## src/rtl/repairval_module_initiator_pkg.sv

```systemverilog
// repairval_module_initiator_pkg: MBINIT REPAIRVAL message codes, initiator states and decode helpers.
package repairval_module_initiator_pkg;
  localparam logic [3:0] MSG_NONE        = 4'd0;
  localparam logic [3:0] MSG_INIT_REQ    = 4'd1;
  localparam logic [3:0] MSG_INIT_RESP   = 4'd2;
  localparam logic [3:0] MSG_RESULT_REQ  = 4'd3;
  localparam logic [3:0] MSG_RESULT_RESP = 4'd4;
  localparam logic [3:0] MSG_DONE_REQ    = 4'd5;
  localparam logic [3:0] MSG_DONE_RESP   = 4'd6;
  typedef enum logic [3:0] {
    ST_IDLE, ST_CHK_BUSY_INIT, ST_INIT_REQ, ST_WAIT_INIT_RESP, ST_SEND_PATTERN,
    ST_CHK_BUSY_RESULT, ST_RESULT_REQ, ST_WAIT_RESULT_RESP, ST_CHK_BUSY_DONE,
    ST_DONE_REQ, ST_WAIT_DONE_RESP, ST_DONE, ST_ERROR
  } state_t;
  function automatic logic [3:0] tx_code(input state_t s);
    return s == ST_INIT_REQ ? MSG_INIT_REQ : s == ST_RESULT_REQ ? MSG_RESULT_REQ :
           s == ST_DONE_REQ ? MSG_DONE_REQ : MSG_NONE;
  endfunction
  // A response is accepted both in its request state and in the following wait state
  function automatic logic [3:0] resp_code(input state_t s);
    return (s == ST_INIT_REQ   || s == ST_WAIT_INIT_RESP)   ? MSG_INIT_RESP :
           (s == ST_RESULT_REQ || s == ST_WAIT_RESULT_RESP) ? MSG_RESULT_RESP :
           (s == ST_DONE_REQ   || s == ST_WAIT_DONE_RESP)   ? MSG_DONE_RESP : MSG_NONE;
  endfunction
  function automatic logic is_parked(input state_t s);
    return s == ST_IDLE || s == ST_DONE || s == ST_ERROR;
  endfunction
endpackage

```

## src/rtl/repairval_module_initiator_if.sv

```systemverilog
// repairval_module_initiator_if: sideband, pattern and status signals of the REPAIRVAL initiator.
interface repairval_module_initiator_if;
  logic       i_REPAIRCLK_end;
  logic [3:0] i_Rx_SbMessage;
  logic       i_msg_valid;
  logic       i_Busy_SideBand;
  logic       i_falling_edge_busy;
  logic       i_VAL_Result_logged;
  logic       i_val_pattern_done;
  logic [3:0] o_TX_SbMessage;
  logic       o_ValidOutDatat_Module;
  logic       o_val_pattern_en;
  logic       o_VAL_Result;
  logic       o_MBINIT_REPAIRVAL_Module_end;
  logic       o_timeout_error;
  modport master (
    input  i_REPAIRCLK_end, i_Rx_SbMessage, i_msg_valid, i_Busy_SideBand,
           i_falling_edge_busy, i_VAL_Result_logged, i_val_pattern_done,
    output o_TX_SbMessage, o_ValidOutDatat_Module, o_val_pattern_en, o_VAL_Result,
           o_MBINIT_REPAIRVAL_Module_end, o_timeout_error
  );
  modport slave (
    output i_REPAIRCLK_end, i_Rx_SbMessage, i_msg_valid, i_Busy_SideBand,
           i_falling_edge_busy, i_VAL_Result_logged, i_val_pattern_done,
    input  o_TX_SbMessage, o_ValidOutDatat_Module, o_val_pattern_en, o_VAL_Result,
           o_MBINIT_REPAIRVAL_Module_end, o_timeout_error
  );
endinterface

```

## src/rtl/repairval_module_initiator_mbinit_state_timer.sv

```systemverilog
// mbinit_state_timer: per-state dwell counter; expire flags the last allowed cycle in a state.
module mbinit_state_timer #(
  parameter int TIMEOUT_CYCLES = 800000
) (
  input  logic CLK,
  input  logic rst_n,
  input  logic i_clear,
  input  logic i_enable,
  output logic o_expire
);
  localparam int W = $clog2(TIMEOUT_CYCLES);
  logic [W-1:0] cnt_q, cnt_d;
  always_comb cnt_d = i_clear ? '0 : i_enable ? cnt_q + 1'b1 : cnt_q;
  always_ff @(posedge CLK or negedge rst_n)
    if (!rst_n) cnt_q <= '0;
    else cnt_q <= cnt_d;
  assign o_expire = cnt_q == W'(TIMEOUT_CYCLES - 1);
endmodule

```

## src/rtl/repairval_module_initiator.sv

```systemverilog
// repairval_module_initiator: Module-side MBINIT.REPAIRVAL initiator FSM with registered output decode.
module repairval_module_initiator
  import repairval_module_initiator_pkg::*;
#(
  parameter int TIMEOUT_CYCLES = 800000
) (
  input logic                          CLK,
  input logic                          rst_n,
  repairval_module_initiator_if.master bus
);
  state_t     state_q, state_d;
  logic [3:0] tx_q, tx_d;
  logic       vld_q, vld_d, pat_q, pat_d, val_q, val_d, end_q, end_d, err_q, err_d;
  logic       rsp_ok, expire, tmr_clear;
  assign tmr_clear = state_d != state_q || is_parked(state_q);
  mbinit_state_timer #(.TIMEOUT_CYCLES(TIMEOUT_CYCLES)) u_timer (
    .CLK(CLK), .rst_n(rst_n), .i_clear(tmr_clear), .i_enable(bus.i_REPAIRCLK_end), .o_expire(expire)
  );
  always_comb begin
    state_d = state_q;
    val_d   = val_q;
    rsp_ok  = bus.i_msg_valid && bus.i_Rx_SbMessage == resp_code(state_q);
    case (state_q)
      ST_IDLE:             state_d = bus.i_REPAIRCLK_end ? ST_CHK_BUSY_INIT : ST_IDLE;
      ST_CHK_BUSY_INIT:    state_d = bus.i_Busy_SideBand ? state_q : ST_INIT_REQ;
      ST_INIT_REQ:         state_d = rsp_ok ? ST_SEND_PATTERN : bus.i_falling_edge_busy ? ST_WAIT_INIT_RESP : state_q;
      ST_WAIT_INIT_RESP:   state_d = rsp_ok ? ST_SEND_PATTERN : state_q;
      ST_SEND_PATTERN:     state_d = bus.i_val_pattern_done ? ST_CHK_BUSY_RESULT : state_q;
      ST_CHK_BUSY_RESULT:  state_d = bus.i_Busy_SideBand ? state_q : ST_RESULT_REQ;
      ST_RESULT_REQ:       state_d = rsp_ok ? ST_CHK_BUSY_DONE : bus.i_falling_edge_busy ? ST_WAIT_RESULT_RESP : state_q;
      ST_WAIT_RESULT_RESP: state_d = rsp_ok ? ST_CHK_BUSY_DONE : state_q;
      ST_CHK_BUSY_DONE:    state_d = bus.i_Busy_SideBand ? state_q : ST_DONE_REQ;
      ST_DONE_REQ:         state_d = rsp_ok ? ST_DONE : bus.i_falling_edge_busy ? ST_WAIT_DONE_RESP : state_q;
      ST_WAIT_DONE_RESP:   state_d = rsp_ok ? ST_DONE : state_q;
      default:             state_d = state_q;
    endcase
    // A legal transition on the expiry cycle takes precedence over the timeout
    if (state_d == state_q && expire && !is_parked(state_q)) state_d = ST_ERROR;
    if (rsp_ok && (state_q == ST_RESULT_REQ || state_q == ST_WAIT_RESULT_RESP)) val_d = bus.i_VAL_Result_logged;
    if (!bus.i_REPAIRCLK_end) begin
      state_d = ST_IDLE;
      val_d   = 1'b0;
    end
    tx_d  = tx_code(state_d);
    vld_d = tx_d != MSG_NONE;
    pat_d = state_d == ST_SEND_PATTERN;
    end_d = state_d == ST_DONE;
    err_d = state_d == ST_ERROR;
  end
  always_ff @(posedge CLK or negedge rst_n)
    if (!rst_n) begin
      state_q <= ST_IDLE;
      tx_q    <= MSG_NONE;
      vld_q   <= 1'b0;
      pat_q   <= 1'b0;
      val_q   <= 1'b0;
      end_q   <= 1'b0;
      err_q   <= 1'b0;
    end else begin
      state_q <= state_d;
      tx_q    <= tx_d;
      vld_q   <= vld_d;
      pat_q   <= pat_d;
      val_q   <= val_d;
      end_q   <= end_d;
      err_q   <= err_d;
    end
  assign bus.o_TX_SbMessage                = tx_q;
  assign bus.o_ValidOutDatat_Module        = vld_q;
  assign bus.o_val_pattern_en              = pat_q;
  assign bus.o_VAL_Result                  = val_q;
  assign bus.o_MBINIT_REPAIRVAL_Module_end = end_q;
  assign bus.o_timeout_error               = err_q;
endmodule
```

## src/flat_wrapper.sv

```systemverilog
// flat-port wrapper written by rule: the top's interface ports become plain ports
module repairval_module_initiator_flat import repairval_module_initiator_pkg::*;
#(
  parameter int TIMEOUT_CYCLES = 800000
)
  (CLK, rst_n, bus_i_REPAIRCLK_end, bus_i_Rx_SbMessage, bus_i_msg_valid, bus_i_Busy_SideBand, bus_i_falling_edge_busy, bus_i_VAL_Result_logged, bus_i_val_pattern_done, bus_o_TX_SbMessage, bus_o_ValidOutDatat_Module, bus_o_val_pattern_en, bus_o_VAL_Result, bus_o_MBINIT_REPAIRVAL_Module_end, bus_o_timeout_error);
  repairval_module_initiator_if bus_i ();
  input logic CLK;
  input logic rst_n;
  input wire logic [$bits(bus_i.i_REPAIRCLK_end)-1:0] bus_i_REPAIRCLK_end;
  input wire logic [$bits(bus_i.i_Rx_SbMessage)-1:0] bus_i_Rx_SbMessage;
  input wire logic [$bits(bus_i.i_msg_valid)-1:0] bus_i_msg_valid;
  input wire logic [$bits(bus_i.i_Busy_SideBand)-1:0] bus_i_Busy_SideBand;
  input wire logic [$bits(bus_i.i_falling_edge_busy)-1:0] bus_i_falling_edge_busy;
  input wire logic [$bits(bus_i.i_VAL_Result_logged)-1:0] bus_i_VAL_Result_logged;
  input wire logic [$bits(bus_i.i_val_pattern_done)-1:0] bus_i_val_pattern_done;
  output wire logic [$bits(bus_i.o_TX_SbMessage)-1:0] bus_o_TX_SbMessage;
  output wire logic [$bits(bus_i.o_ValidOutDatat_Module)-1:0] bus_o_ValidOutDatat_Module;
  output wire logic [$bits(bus_i.o_val_pattern_en)-1:0] bus_o_val_pattern_en;
  output wire logic [$bits(bus_i.o_VAL_Result)-1:0] bus_o_VAL_Result;
  output wire logic [$bits(bus_i.o_MBINIT_REPAIRVAL_Module_end)-1:0] bus_o_MBINIT_REPAIRVAL_Module_end;
  output wire logic [$bits(bus_i.o_timeout_error)-1:0] bus_o_timeout_error;
  assign bus_i.i_REPAIRCLK_end = bus_i_REPAIRCLK_end;
  assign bus_i.i_Rx_SbMessage = bus_i_Rx_SbMessage;
  assign bus_i.i_msg_valid = bus_i_msg_valid;
  assign bus_i.i_Busy_SideBand = bus_i_Busy_SideBand;
  assign bus_i.i_falling_edge_busy = bus_i_falling_edge_busy;
  assign bus_i.i_VAL_Result_logged = bus_i_VAL_Result_logged;
  assign bus_i.i_val_pattern_done = bus_i_val_pattern_done;
  assign bus_o_TX_SbMessage = bus_i.o_TX_SbMessage;
  assign bus_o_ValidOutDatat_Module = bus_i.o_ValidOutDatat_Module;
  assign bus_o_val_pattern_en = bus_i.o_val_pattern_en;
  assign bus_o_VAL_Result = bus_i.o_VAL_Result;
  assign bus_o_MBINIT_REPAIRVAL_Module_end = bus_i.o_MBINIT_REPAIRVAL_Module_end;
  assign bus_o_timeout_error = bus_i.o_timeout_error;
  repairval_module_initiator #(.TIMEOUT_CYCLES(TIMEOUT_CYCLES)) u_core (.CLK(CLK), .rst_n(rst_n), .bus(bus_i));
endmodule
```

## config.mk

```make
export PLATFORM = sky130hd
export DESIGN_NAME = repairval_module_initiator_flat
export DESIGN_NICKNAME = d
export VERILOG_FILES = /design/src/rtl/repairval_module_initiator_pkg.sv /design/src/rtl/repairval_module_initiator_if.sv /design/src/rtl/repairval_module_initiator_mbinit_state_timer.sv /design/src/rtl/repairval_module_initiator.sv /design/src/flat_wrapper.sv
export SDC_FILE = /design/constraint.sdc
export NUM_CORES = 1
export LEC_CHECK = 0
export CAP_MARGIN = 40
export CORE_ASPECT_RATIO = 1.1
export CORE_MARGIN = 1.5
export CORE_UTILIZATION = 42
export DETAILED_ROUTE_END_ITERATION = 6
export PLACE_DENSITY = 0.74
export SLEW_MARGIN = 25
export SYNTH_ARGS = -nofsm -noshare
export SYNTH_HDL_FRONTEND = slang
export SYNTH_HIERARCHICAL = 1
export SYNTH_SLANG_ARGS = --single-unit
```

## constraint.sdc

```tcl
create_clock -name CLK -period 5.3 [get_ports CLK]
set_input_delay 1.06 -clock CLK [delete_from_list [all_inputs] [get_ports CLK]]
set_output_delay 1.06 -clock CLK [all_outputs]
set_load 0.01 [all_outputs]
```

### After elaboration in Yosys (flattened, before gate mapping)

Cells that the tools add are included.

* output and inout port bits: 9
* flip-flop bits (word level): 33
* input port bits: 12
* word-level logic and storage cells: 73

* equality and inequality tests: 23
* mux-type cells: 27
* reductions and logical operators: 14
* $add $sub $neg: 1

Operators with widths (number)
* $mux W4: 19
* $pmux W4 S11: 1
* $mux W20: 2
* $eq A4 B4 Y1 const B: 8
* $eq A4 B3 Y1 const B: 6
* $add A20 B1 Y20 const B: 1
* $eq A20 B20 Y1 const B: 1
* $eq A4 B2 Y1 const B: 3
* $eq A4 B4 Y1: 2
* $logic_or A1 B1 Y1: 6
* $mux W3: 2
* $eq A4 B1 Y1 const B: 1
* $logic_and A1 B1 Y1: 4
* $logic_not A4 Y1: 1
* $ne A4 B4 Y1: 1
* $reduce_bool A4 Y1: 1
* $mux W1: 3
* $ne A2 B1 Y1 const B: 1
* $reduce_bool A2 Y1: 1
* $logic_not A1 Y1: 1

### Longest topological paths before layout

* depth in word-level cells: 19
* gate-level depth with buffers: 13
* depth with buffers taken out: 12

### Modules after synthesis

Netlist, hierarchy kept.

Modules (own cells, without submodules)
* mbinit_state_timer: instances 1, area each 1058.5 µm², cells each 111, sequential area each 500.5 µm²
* repairval_module_initiator: instances 1, area each 1037.2 µm², cells each 125, sequential area each 300.3 µm²

### Worst setup path after synthesis

No wires, ideal clock.

* path type: input port to flip-flop
* start: in bus_i_Rx_SbMessage[0]
* end: reg u_core.u_timer.cnt_q[11]
* setup time: 0.132 ns
* stages on the path: 11
* required time: 5.168 ns
* arrival time: 3.620 ns
* path buffers: 0
* slack: 1.548 ns
* cell sequence: nor3b_1 > o2111ai_1 > a22oi_4 > mux2_4 > or3_4 > a21o_1 > o211ai_1 > o2111ai_1 > nor4_1 > xnor2_1 > nor2_1

* cells in the longest elaborated chain, start to end: 12
* elaborated cells between the ends (all ways): 18
* classes of those cells: eq/ne: 3; mux: 10; reduce/logical: 5

RTL lines
* start, declared: line flat_wrapper.sv:11 `input wire logic [$bits(bus_i.i_Rx_SbMessage)-1:0] bus_i_Rx_SbMessage;`
* $eq A4 B4 Y1 (*): line repairval_module_initiator.sv:22 `rsp_ok = bus.i_msg_valid && bus.i_Rx_SbMessage == resp_code(state_q);`
* $logic_and A1 B1 Y1 (*): line repairval_module_initiator.sv:22
* $mux W4, or another cell as far along: line repairval_module_initiator.sv:34 `ST_WAIT_DONE_RESP: state_d = rsp_ok ? ST_DONE : state_q;`
* $pmux W4 S11 (*): line repairval_module_initiator.sv:23 `case (state_q)`
* $eq A4 B4 Y1: line repairval_module_initiator.sv:38 `if (state_d == state_q && expire && !is_parked(state_q)) state_d = ST_ERROR;`
* $logic_and A1 B1 Y1 (2 in a row): line repairval_module_initiator.sv:38
* $mux W4 (*): line repairval_module_initiator.sv:38
* $mux W4 (*): line repairval_module_initiator.sv:40 `if (!bus.i_REPAIRCLK_end) begin`
* $ne A4 B4 Y1 (*): line repairval_module_initiator.sv:15 `assign tmr_clear = state_d != state_q || is_parked(state_q);`
* $logic_or A1 B1 Y1 (*): line repairval_module_initiator.sv:15
* via u_core.tmr_clear: line repairval_module_initiator.sv:14 `logic rsp_ok, expire, tmr_clear;`
* $mux W20 / $reduce_bool A2 Y1 (equally long branches)
* end signal, assigned: line repairval_module_initiator_mbinit_state_timer.sv:16 `else cnt_q <= cnt_d;`
* end, declared: line repairval_module_initiator_mbinit_state_timer.sv:12 `logic [W-1:0] cnt_q, cnt_d;`

Mark *: on every way through the listed nets, which the timed path passes. The rest lies on a longest branch.
A chain may end at the register's enable or synchronous reset.

### Worst setup path after layout

* start: in bus_i_msg_valid
* end: reg u_core.u_timer.cnt_q[11]

* cells in the longest elaborated chain, start to end: 11
* elaborated cells between the ends (all ways): 17
* classes of those cells: eq/ne: 2; mux: 10; reduce/logical: 5

RTL lines
* start, declared: line flat_wrapper.sv:12 `input wire logic [$bits(bus_i.i_msg_valid)-1:0] bus_i_msg_valid;`
* $logic_and A1 B1 Y1 (*): line repairval_module_initiator.sv:22
* $mux W4, or another cell as far along: line repairval_module_initiator.sv:34
* $pmux W4 S11 (*): line repairval_module_initiator.sv:23
* $eq A4 B4 Y1: line repairval_module_initiator.sv:38
* $logic_and A1 B1 Y1 (2 in a row): line repairval_module_initiator.sv:38
* $mux W4 (*): line repairval_module_initiator.sv:38
* $mux W4 (*): line repairval_module_initiator.sv:40
* $ne A4 B4 Y1 (*): line repairval_module_initiator.sv:15
* $logic_or A1 B1 Y1 (*): line repairval_module_initiator.sv:15
* via u_core.tmr_clear: line repairval_module_initiator.sv:14
* $mux W20 / $reduce_bool A2 Y1 (equally long branches)

Marked as above.

==> flow_summary.json <==
{
  "ys_async_sr_fraction_pct": 100,
  "power_density_mw_per_mm2": 225,
  "cts_resized": 0,
  "crit_type": "in2reg",
  "syn_nets": 249,
  "switching_power_mw": 0.131,
  "hold_depth": 2,
  "ys.warnings.count": 6,
  "postSynthAreaPerCell_um2": 8.88,
  "yosys_most_used_dff": "dfrtp_1",
  "diodes": 0,
  "fmax_mhz": 240,
  "clock_path_buffers": 2,
  "worstPathMaxFanout": 9,
  "place_area_mm2": 0.00231,
  "whs_ps": 561,
  "tightest_slew_ps": 617,
  "die_w_um": 70.4,
  "layout_commonest_cell": "dfrtp_1",
  "fillers": 438,
  "power_frac_comb_pct": 12.2,
  "slew_viol_final": 0,
  "clk_latency_ps": 280,
  "wl_mm": 4.43,
  "cp_common_cell": "o2111ai_1",
  "synthToLayoutAreaGrowth_pct": 15.6,
  "grt_pass1_wl_mm": 7.87,
  "grt_pass1_vias": 1713,
  "avgViaCountPerCell": 5.79,
  "clkPwrFrac_pct": 41.4,
  "fin_crit_ps": 4170,
  "preCtsSetupSlack_ps": 862,
  "critPathTopFamily": "compound AO/OA/AOI/OAI gates",
  "intPower_mw": 0.414,
  "yosysUniqueCellTypes": 60,
  "final_antenna_net_count": 0,
  "cts_tree": "built",
  "htreeDepth": 2,
  "final_cell_mix": "32 x dfrtp_1, 19 x clkdlybuf4s50_1, 18 x nor2_1, 18 x o21ai_0, 16 x nand2_1",
  "gp_congestion": 0.953,
  "yosys-top-cells-area": "dfrtp_1 38%, o21ai_0 4.3%, a21oi_1 3.6%",
  "cts_hold_buf": 0,
  "synth_top_area_share_pct": 38.2,
  "rows": 26,
  "swShare_pct": 24.1,
  "hold_path.class": "reg2reg",
  "slew_headroom_pct": 58.8,
  "cts-buffers-inserted": 5,
  "worstPathArrival_ps": 4330,
  "postLayoutCellArea_mm2": 0.00242,
  "start_kind": "primary input",
  "dp_hpwl_mm": 3.10,
  "reg2reg_depth": 11,
  "gr-usage-all-layers_pct": 17.8,
  "cp.required_ps": 5460,
  "firstDrtPassIters": 4,
  "core-area_mm2": 0.00472,
  "leakagePower_nw": 0.959,
  "cts.sinks": 32,
  "cp_slowest_cell": "clkdlybuf4s50_1",
  "wl_per_cell_um": 14.3,
  "p_seq_share_pct": 46.4,
  "worst_slack_ps": 1130,
  "dr.first_iter.drc_count": 122,
  "clk_pin_slew_ps": 70,
  "fin_skew_ps": 4.28,
  "cts_setup_buffers": 0,
  "slowest_delay_ps": 450,
  "crit_cells": 12,
  "grt_max_degree": 33,
  "synthCells": 236,
  "period_share_pct": 78.8,
  "setup_tns_ps": 0,
  "vias": 1790,
  "die_h_um": 77.1,
  "outcome": "complete, no violations",
  "ir_worst_vdd_mv": 0.0987,
  "crit_chain": "clkdlybuf4s50_1 -> nor3b_1 -> o2111ai_1 -> a22oi_4 -> mux2_4 -> or3_4 -> a21o_1 -> o211ai_1 -> o2111ai_1 -> nor4_1 -> xnor2_1 -> nor2_1",
  "clock-root-buffer": "clkbuf_8",
  "antenna_found_initial": 0,
  "drv_cap": 0,
  "synth-edff-count": 0,
  "drc": 0,
  "overflow": 0,
  "fin_nets": 265,
  "rsz0062_at_grt": "false",
  "syn_area_mm2": 0.00210,
  "hold_viol_final": 0,
  "setup_viol": 0,
  "yosys.area.top_type": "dfrtp_1",
  "dieArea_mm2": 0.00542,
  "seq_area_frac_synth_pct": 38.2,
  "drive_gt1_share_pct": 9.49,
  "start_util_pct": 44.4,
  "ys_ff_latch": 32,
  "critPathBufInv": 1,
  "worstSetupEndpointType": "flip-flop",
  "port_buffers": 19,
  "ios": 21
}
-- synthesized netlist by cell type, drive strengths merged (2+ instances only) --
master   number
a21boi        3
a21oi        15
a221o         2
a31oi         3
and2          3
and3          5
and4          2
buf           9
clkbuf        4
dfrtp        32
inv          11
mux2          2
mux2i         2
nand2        16
nand2b        2
nand3         8
nand4         7
nand4bb       2
nor2         18
nor2b         7
nor3          6
nor3b         2
nor4          2
o2111ai       3
o211ai        2
o21a          2
o21ai        19
or2           3
or3           9
or4b          2
xnor2         6
xor2          8
-- metrics by stage --
stage          total power, mW  utilization [%]  std cells
6_report                 0.546             51.4        309
5_1_grt                  0.572             51.4        309
4_1_cts                  0.554             51.4        309
3_5_place_dp             0.324             49.0        301
3_3_place_gp             0.324             49.0        301
2_1_floorplan            0.299                -        236
-- tightest hold or removal path, cell delays in order, from the launching register on --
cell      delay, ps
dfrtp_1         380
o21ai_0          70
a21boi_0         70
-- final cells by class --
cell class                 instances  area (um^2)  share of cell area, %
tap                               56         70.1                   2.89
sequential                        32          801                   33.0
inverter                          11         41.3                   1.70
clock inverter                     3         42.5                   1.76
clock buffer                       5         68.8                   2.84
multi-input combinational        180         1190                   49.0
timing repair buffer              22          213                   8.78
-- sequential cells by signal, indices dropped and copies added (netlist names) --
signal                                    flops
u_core/u_timer/cnt_q                         20
u_core/state_q                                4
u_core/bus.o_TX_SbMessage                     3
u_core/bus.o_MBINIT_REPAIRVAL_Module_end      1
u_core/bus.o_VAL_Result                       1
u_core/bus.o_ValidOutDatat_Module             1
u_core/bus.o_timeout_error                    1
u_core/bus.o_val_pattern_en                   1
-- power by group through the flow --
stage                     Combinational, mW  Sequential (mW)  Clock, mW
after CTS                            0.0666            0.253      0.234
final                                0.0665            0.253      0.226
after floorplan                      0.0449            0.254          0
after detailed placement             0.0664            0.258          0
after global routing                 0.0746            0.254      0.244
after global placement               0.0656            0.258          0
-- kinds of logic (layout without fill, tap and decap cells) --
logic type | after synthesis | after routing | share of synthesized area, %
simple gates | 100 | 100 | 28.2
compound gates | 60 | 60 | 19.6
flops | 32 | 32 | 38.2
buf+inv | 24 | 41 | 5.13
xor+xnor | 14 | 14 | 5.85
mux | 4 | 4 | 2.21
fa+ha+maj | 1 | 1 | 0.597
other cells | 1 | 1 | 0.179
-- metal layers --
layer  share of wire (%)  routed length (um)  GRT usage [%]
met5                   0                   0              0
met2                  50                2230           29.2
met4                0.95                  42           8.27
met1                  44                1950           22.6
met3                 4.8                 212           3.29
-- final timing paths --
kind                                               from                        to  slack (ps)
worst max-delay path                    bus_i_msg_valid  u_core/u_timer/cnt_q[11]        1130
worst min-delay path            u_core/bus.o_VAL_Result   u_core/bus.o_VAL_Result         560
worst max register to register        u_core/state_q[3]  u_core/u_timer/cnt_q[11]        1500
worst min register to register  u_core/bus.o_VAL_Result   u_core/bus.o_VAL_Result         560
max in group asynchronous                         rst_n   u_core/u_timer/cnt_q[9]        3830
min in group asynchronous                         rst_n  u_core/u_timer/cnt_q[16]        1170
(Power assumes the default switching activity.)
